`config.mk`:
```
export PLATFORM = sky130hd
export DESIGN_NAME = regfile_wb_queue
export DESIGN_NICKNAME = d
export VERILOG_FILES = /design/src/rtl/regfile_pkg.sv /design/src/rtl/regfile_fwd_lookup.sv /design/src/rtl/regfile_wb_queue.sv
export SDC_FILE = /design/constraint.sdc
export NUM_CORES = 1
export LEC_CHECK = 0
export ABC_AREA = 1
export BUFFER_PORTS_ARGS = -buffer_cell sky130_fd_sc_hd__buf_4
export CORE_AREA = 2 2 326 167
export CTS_BUF_LIST = sky130_fd_sc_hd__clkbuf_8 sky130_fd_sc_hd__clkbuf_16
export CTS_CLUSTER_DIAMETER = 60
export DETAILED_ROUTE_END_ITERATION = 10
export DIE_AREA = 0 0 328 169
export GPL_ROUTABILITY_DRIVEN = 0
export PLACE_DENSITY = 0.47
export SYNTH_ARGS = -nofsm -noshare
export SYNTH_HDL_FRONTEND = slang
export SYNTH_SLANG_ARGS = --single-unit
```
`constraint.sdc`:
```
create_clock -name clk -period 3.2 [get_ports clk]
set_input_delay 0.16 -clock clk [delete_from_list [all_inputs] [get_ports clk]]
set_output_delay 0.16 -clock clk [all_outputs]
set_load 0.02 [all_outputs]
```
`src/rtl/regfile_pkg.sv`:
```
// Shared definitions for the register-file write-back path.
//   AW, DW, NREG : register address width, data width, register count
//   wb_req_t     : one pending write-back request (addr, data)
//   onehot_sel() : register address -> one-hot per-register write enable
package regfile_pkg;

  localparam int AW   = 5;
  localparam int DW   = 32;
  localparam int NREG = 1 << AW;

  typedef struct packed {
    logic [AW-1:0] addr;
    logic [DW-1:0] data;
  } wb_req_t;

  function automatic logic [NREG-1:0] onehot_sel(input logic [AW-1:0] addr);
    logic [NREG-1:0] sel;
    sel       = '0;
    sel[addr] = 1'b1;
    return sel;
  endfunction

endpackage

```
`src/rtl/regfile_fwd_lookup.sv`:
```
// Forwarding lookup for one read port.
// Searches the pending queue entries (presented oldest-first) and the write
// output register; the youngest matching write supplies the data.
//   rd_addr_i   : register being read
//   entries_i   : queue contents, index 0 = oldest, DEPTH-1 = newest slot
//   valid_i     : per-slot occupancy, same ordering as entries_i
//   out_valid_i : output register holds a write being committed
//   out_addr_i  : address in the output register
//   out_data_i  : data in the output register
//   hit_o       : a pending write to rd_addr_i exists
//   data_o      : youngest pending data for rd_addr_i, 0 on miss
module regfile_fwd_lookup
  import regfile_pkg::*;
#(
  parameter int DEPTH = 4
) (
  input  logic                   [AW-1:0] rd_addr_i,
  input  wb_req_t [DEPTH-1:0]             entries_i,
  input  logic                [DEPTH-1:0] valid_i,
  input  logic                            out_valid_i,
  input  logic                   [AW-1:0] out_addr_i,
  input  logic                   [DW-1:0] out_data_i,
  output logic                            hit_o,
  output logic                   [DW-1:0] data_o
);

  // Oldest candidate is evaluated first so each later match overrides it:
  // output register < older queue entries < newest queue entry.
  always_comb begin
    // NOTE: every output gets a default before any branch, so no path leaves
    // it unassigned and no latch is inferred.
    hit_o  = 1'b0;
    data_o = '0;
    if (out_valid_i && out_addr_i == rd_addr_i) begin
      hit_o  = 1'b1;
      data_o = out_data_i;
    end
    for (int i = 0; i < DEPTH; i++) begin
      if (valid_i[i] && entries_i[i].addr == rd_addr_i) begin
        hit_o  = 1'b1;
        data_o = entries_i[i].data;
      end
    end
    // r0 is hardwired; it never forwards.
    if (rd_addr_i == '0) begin
      hit_o  = 1'b0;
      data_o = '0;
    end
  end

endmodule

```
`src/rtl/regfile_wb_queue.sv`:
```
// Write-back queue in front of the register-file write port.
// Buffers (addr, data) requests, commits at most one per cycle through a
// registered write port, and forwards the youngest pending value to two
// read ports so readers see writes that have not yet reached the regfile.
//   clk, clr_n            : clock, asynchronous active-low reset
//   in_valid/in_ready     : request handshake (in_ready = queue not full)
//   in_addr, in_data      : request payload; addr 0 is accepted and dropped
//   drain_en              : regfile accepts a write this cycle
//   wr_en, wr_sel, wr_data: registered regfile write (one-hot select)
//   rd_addr_a/b           : read addresses for forwarding
//   fwd_hit_a/b           : pending write exists for that address
//   fwd_data_a/b          : youngest pending data, 0 on miss
//   count                 : occupied queue entries
module regfile_wb_queue
  import regfile_pkg::*;
#(
  parameter int DEPTH = 4
) (
  input  logic                     clk,
  input  logic                     clr_n,
  input  logic                     in_valid,
  output logic                     in_ready,
  input  logic [AW-1:0]            in_addr,
  input  logic [DW-1:0]            in_data,
  input  logic                     drain_en,
  output logic                     wr_en,
  output logic [NREG-1:0]          wr_sel,
  output logic [DW-1:0]            wr_data,
  input  logic [AW-1:0]            rd_addr_a,
  output logic                     fwd_hit_a,
  output logic [DW-1:0]            fwd_data_a,
  input  logic [AW-1:0]            rd_addr_b,
  output logic                     fwd_hit_b,
  output logic [DW-1:0]            fwd_data_b,
  output logic [$clog2(DEPTH):0]   count
);

  localparam int PW = $clog2(DEPTH);
  localparam int CW = PW + 1;

  wb_req_t           mem_q [DEPTH];
  logic [PW-1:0]     head_q, head_d;
  logic [PW-1:0]     tail_q, tail_d;
  logic [CW-1:0]     count_q, count_d;
  logic              wr_en_q, wr_en_d;
  logic [NREG-1:0]   wr_sel_q, wr_sel_d;
  logic [DW-1:0]     wr_data_q, wr_data_d;
  logic [AW-1:0]     out_addr_q, out_addr_d;

  logic              push;
  logic              pop;

  // Ready ignores drain_en: a full queue refuses even when a pop happens
  // in the same cycle, which keeps in_ready off the drain_en timing path.
  assign in_ready = (count_q != CW'(DEPTH));
  // Addr 0 completes the handshake but is never stored.
  assign push     = in_valid && in_ready && (in_addr != '0);
  // Pop only sees entries stored at earlier edges: no same-cycle bypass.
  assign pop      = drain_en && (count_q != '0);

  always_comb begin
    head_d     = head_q;
    tail_d     = tail_q;
    count_d    = count_q;
    wr_en_d    = 1'b0;
    wr_sel_d   = '0;
    wr_data_d  = wr_data_q;
    out_addr_d = out_addr_q;
    if (pop) begin
      head_d     = head_q + 1'b1;
      wr_en_d    = 1'b1;
      wr_sel_d   = onehot_sel(mem_q[head_q].addr);
      wr_data_d  = mem_q[head_q].data;
      out_addr_d = mem_q[head_q].addr;
    end
    // Pointers are PW bits wide, so +1 wraps mod DEPTH on its own.
    if (push) begin
      tail_d = tail_q + 1'b1;
    end
    case ({push, pop})
      2'b10:   count_d = count_q + 1'b1;
      2'b01:   count_d = count_q - 1'b1;
      default: count_d = count_q;
    endcase
  end

  always_ff @(posedge clk or negedge clr_n) begin
    // NOTE: sequential state uses non-blocking assignments so every flop
    // samples pre-edge values regardless of statement order.
    if (!clr_n) begin
      head_q     <= '0;
      tail_q     <= '0;
      count_q    <= '0;
      wr_en_q    <= 1'b0;
      wr_sel_q   <= '0;
      wr_data_q  <= '0;
      out_addr_q <= '0;
    end else begin
      head_q     <= head_d;
      tail_q     <= tail_d;
      count_q    <= count_d;
      wr_en_q    <= wr_en_d;
      wr_sel_q   <= wr_sel_d;
      wr_data_q  <= wr_data_d;
      out_addr_q <= out_addr_d;
    end
  end

  // NOTE: queue storage is deliberately not reset; occupancy is tracked by
  // count/pointers, so stale slot contents are never observed.
  always_ff @(posedge clk) begin
    if (push) begin
      mem_q[tail_q] <= '{addr: in_addr, data: in_data};
    end
  end

  // Age-ordered view of the queue for forwarding: slot 0 is the head.
  wb_req_t [DEPTH-1:0] ord_entries;
  logic    [DEPTH-1:0] ord_valid;

  always_comb begin
    for (int i = 0; i < DEPTH; i++) begin
      ord_entries[i] = mem_q[head_q + PW'(i)];
      ord_valid[i]   = (CW'(i) < count_q);
    end
  end

  regfile_fwd_lookup #(.DEPTH(DEPTH)) u_fwd_a (
    .rd_addr_i   (rd_addr_a),
    .entries_i   (ord_entries),
    .valid_i     (ord_valid),
    .out_valid_i (wr_en_q),
    .out_addr_i  (out_addr_q),
    .out_data_i  (wr_data_q),
    .hit_o       (fwd_hit_a),
    .data_o      (fwd_data_a)
  );

  regfile_fwd_lookup #(.DEPTH(DEPTH)) u_fwd_b (
    .rd_addr_i   (rd_addr_b),
    .entries_i   (ord_entries),
    .valid_i     (ord_valid),
    .out_valid_i (wr_en_q),
    .out_addr_i  (out_addr_q),
    .out_data_i  (wr_data_q),
    .hit_o       (fwd_hit_b),
    .data_o      (fwd_data_b)
  );

  assign wr_en   = wr_en_q;
  assign wr_sel  = wr_sel_q;
  assign wr_data = wr_data_q;
  assign count   = count_q;

endmodule

```
==> results.txt <==
- Endpoint kind of the worst setup timing path: output pin
- Final global-route overflow total: 0
- TritonCTS built the clock tree.
* Io pins: between 150 and 200
* Drt wl/cell: 20.9 µm
* Maximum buffer depth of the clock tree: 3
- Setup violations remaining at the end of the flow were counted as between 60 and 70.
- The synthesized design devotes to its leading area cell type 28.5% of total area.
- At the placement stage, the worst setup path has a slack of between 0.09 and 0.1 ns.
- Grouping stages by cell kind, the critical path spends the most delay in buffers and inverters.
* Peak Freq: roughly 0.3 GHz
- Fill cells in the final layout number between 5000 and 6000.
* Maximum number of pins on one net before global-route repair: 86
- Count of final hold-check violations: 0
- Counting flops and latches in the post-synthesis netlist gives 225.
- Nets in the synthesized netlist: 2299
- The most critical setup path has its startpoint at head_q[0].
- The via count of the first global-routing pass was 14702.
- For the pin with the worst max-slew slack, the measured transition is 0.978 ns.
* Count of standard-cell rows: 60
- In this run the number of H-tree levels came out at 1.
* RSZ-0062 raised after global routing: true
* Fraction of final layout cells with drive strength greater than 1: about a quarter
- The first routing iteration left approximately 1800 violations.
- The routed layout has about 16000 vias.
- Yosys warning total: 0
- The tightest min-delay check is of the in -> reg type.
- Arrival time of the worst setup path: ~3.1 ns
- Placement Cell Area: 17700 µm²
- Counting both buffers and inverters, the worst setup path holds a total of 6.
- Largest vdd supply drop: roughly 0.49 mV
* HP Start: drain_en
- Final net count: roughly 2500
- The worst setup path is of the reg -> out kind.
- Part of the Yosys area used for sequential elements: slightly above 40%
- Max-Cap Viols: 0
* Power, Total: between 20 and 25 mW
- Antenna cells: 0
* Final std cell area, no fill: about 21000 µm²
- STA classifies the critical path startpoint as a register.
* Synthesized area: 15600 µm²
- Hold is met by around 0.081 ns.
- Total Die Area: 55400 µm²
* Leakage Power: around 9 nW
- The first global-routing pass estimated about 95000 µm of wire.
- Placed Cells incl. Taps: 3042
- The clock reaches the later pin of the worst-skew pair after ~0.60 ns.
* Worst path slowest cell: dfrtp_4
- For this run, the number of standard cells in the final layout without fillers is 3181.
- Worst Path Max Fanout: 8
- Crit-path cells: buf_8 -> xnor2_4 -> buf_12 -> buf_8 -> o21ai_4 -> nor2_2 -> nor3_2 -> nand3_4 -> inv_12 -> buf_12 -> nor2_4 -> a21oi_2 -> buf_4
- Port Buf Inserts: 185
- In the layout the commonest cells are 595 x nand2_1, 287 x nor2_1, 270 x o21ai_0, 201 x buf_4, 174 x inv_1.
* Pins Over Slew Limit: 0
- Clock-pin slew was measured on the worst setup and hold paths at approximately 0.060 ns.
- Most common library cell in the layout ignoring fill and taps: nand2_1
- Post-synthesis cell type count: 43
* Core region area: between 50000 and 60000 µm²
- Detailed Routing Iterations Pass 1: 6
* Library cell used as clock root buffer: clkbuf_16
- Measured against its own limit, the worst slew margin works out to a little over a third.
* Routed Antenna Nets: 0
- Post-route setup TNS: -3.01 ns
- For this run, design rule violations remaining after detail routing come to 0.
- Counting I/O delays and the setup requirement, the final critical path takes between 3 and 4 ns.
- Antenna violations before repair: 2
- The largest single stage delay on the critical path is about 0.53 ns.
- The routed design has 66400 µm of wire.
- The final critical path takes up 103% of the cycle.
- Area used by multi-input combinational logic: about 8600 µm²
- For this run, the share of the core covered by cells in the final layout is between 30 and 40%.
- Once detailed placement completed, the half-perimeter wirelength came to 42200 µm.
- By area the synthesized netlist is led by edfxtp_1 28%, nand2_1 16%, dfrtp_1 12%.
* Top cell type by total area after synthesis: edfxtp_1
- In the post-route analysis, the smallest setup slack over all paths is -0.0980 ns.
- Once the floorplan was initialized, standard cells occupied 29.6% of the core.
- The flow ran to the end, but the final reports show violations.
- The checks that failed: negative setup slack.
- Aggregate global-route resource usage: a little under a quarter
- Measured along the x axis, the die boundary spans approximately 330 µm.
* Number of instances in the synthesized netlist: about 2200
- Height of the die: between 150 and 200 µm
- Counting the buffers created by CTS gives 28.
- Area overhead of the layout relative to synthesis: 33.5%
* Sequential standard cell area: approximately 6400 µm²
- Clock sink count: 225
* Power per Cell Area: roughly 1100 nW/µm²
- In this run the mean area of a mapped cell was ~7 µm².
- After detailed routing, the number of vias per cell comes to slightly above 5.
- Critical path data required time: a little over 3 ns
* Skew final: ~0.028 ns
- Worst r2r src: count[0]
kinds of logic (layout without fill, tap and decap cells):
kind of cell / count (synthesis) / count (layout) / share of synthesized area, %
XOR/XNOR: 18 / 18 / 1.11
AO/OA/AOI/OAI: 409 / 409 / 13.7
AND/OR/NAND/NOR: 1250 / 1250 / 33.6
flip-flops: 225 / 225 / 40.8
adder cells (fa/ha/maj): 9 / 9 / 0.722
buffers and inverters: 328 / 557 / 10.0
flip-flops by register name, indices dropped and copies added (netlist names):
name / cells
tail_q: 2
wr_en: 1
wr_data: 32
out_addr_q: 5
head_q: 2
wr_sel: 32
count: 3
mem_q: 148
path summary, 6_finish.rpt:
kind                                  endpoint  slack [ns]  cells after the start
worst max-delay path            fwd_data_a[10]        -0.1                     13
worst min-delay path                 head_q[1]        0.08                      5
worst max register to register    mem_q[3][29]        0.93                      7
worst min register to register   out_addr_q[3]        0.56                      2
max in group asynchronous          wr_data[21]        2.26                      3
min in group asynchronous           wr_sel[13]        0.16                      2
worst reg2reg max path, delay by kind of cell (launching register included):
family / cells / cell delay, ns
buffers and inverters: 3 / 0.85
flip-flops: 1 / 0.45
adder cells (fa/ha/maj): 1 / 0.26
AND/OR/NAND/NOR: 2 / 0.21
AO/OA/AOI/OAI: 1 / 0.10
layer usage:
layer	GRT usage (%)	vias up	part of all wire (%)
li1	-	7705	-
met1	35.0	7641	48
met2	32.4	753	40
met3	4.54	100	9.5
met4	4.87	2	2.1
met5	0	-	0.020
power breakdown:
part           switching [mW]  leakage, nW  internal, mW
clock                    1.40        0.473          1.88
sequential              0.505         2.35          3.84
combinational            10.1         6.42          5.09
cell type report:
type | count | area share (%)
clock buffers | 29 | 3.43
clock inverters | 23 | 1.06
inverters | 177 | 3.38
multi-input cells | 1686 | 41.1
flip-flops and latches | 225 | 30.6
well taps | 713 | 4.28
repair buffers | 325 | 15.8
repair inverters | 3 | 0.252
cell usage after synthesis (all sizes together):
| cell type | n |
|---|---|
| or2 | 31 |
| dfrtp | 77 |
| or3 | 1 |
| nand3 | 203 |
| a21boi | 1 |
| inv | 177 |
| o311ai | 1 |
| nor2 | 327 |
| nand4 | 27 |
| ha | 9 |
| a21oi | 76 |
| xnor2 | 3 |
| xor2 | 15 |
| o21ai | 325 |
| and2 | 1 |
| o21a | 1 |
| o21bai | 1 |
| clkbuf | 59 |
| nand2 | 655 |
| nor3 | 4 |
| buf | 92 |
| edfxtp | 148 |
| and3 | 1 |
| o22ai | 4 |
what timing repair did:
| action | in CTS | in global routing |
|---|---|---|
| setup endpoints to repair | 66 | 66 |
| pin swaps | 31 | 57 |
| cloned | 10 | 8 |
| gates resized for setup | 146 | 176 |
| buffers inserted | 31 | 3 |
| hold endpoints to repair | 194 | 0 |
| hold buffers | 38 | 0 |
(Power assumes the default switching activity.)
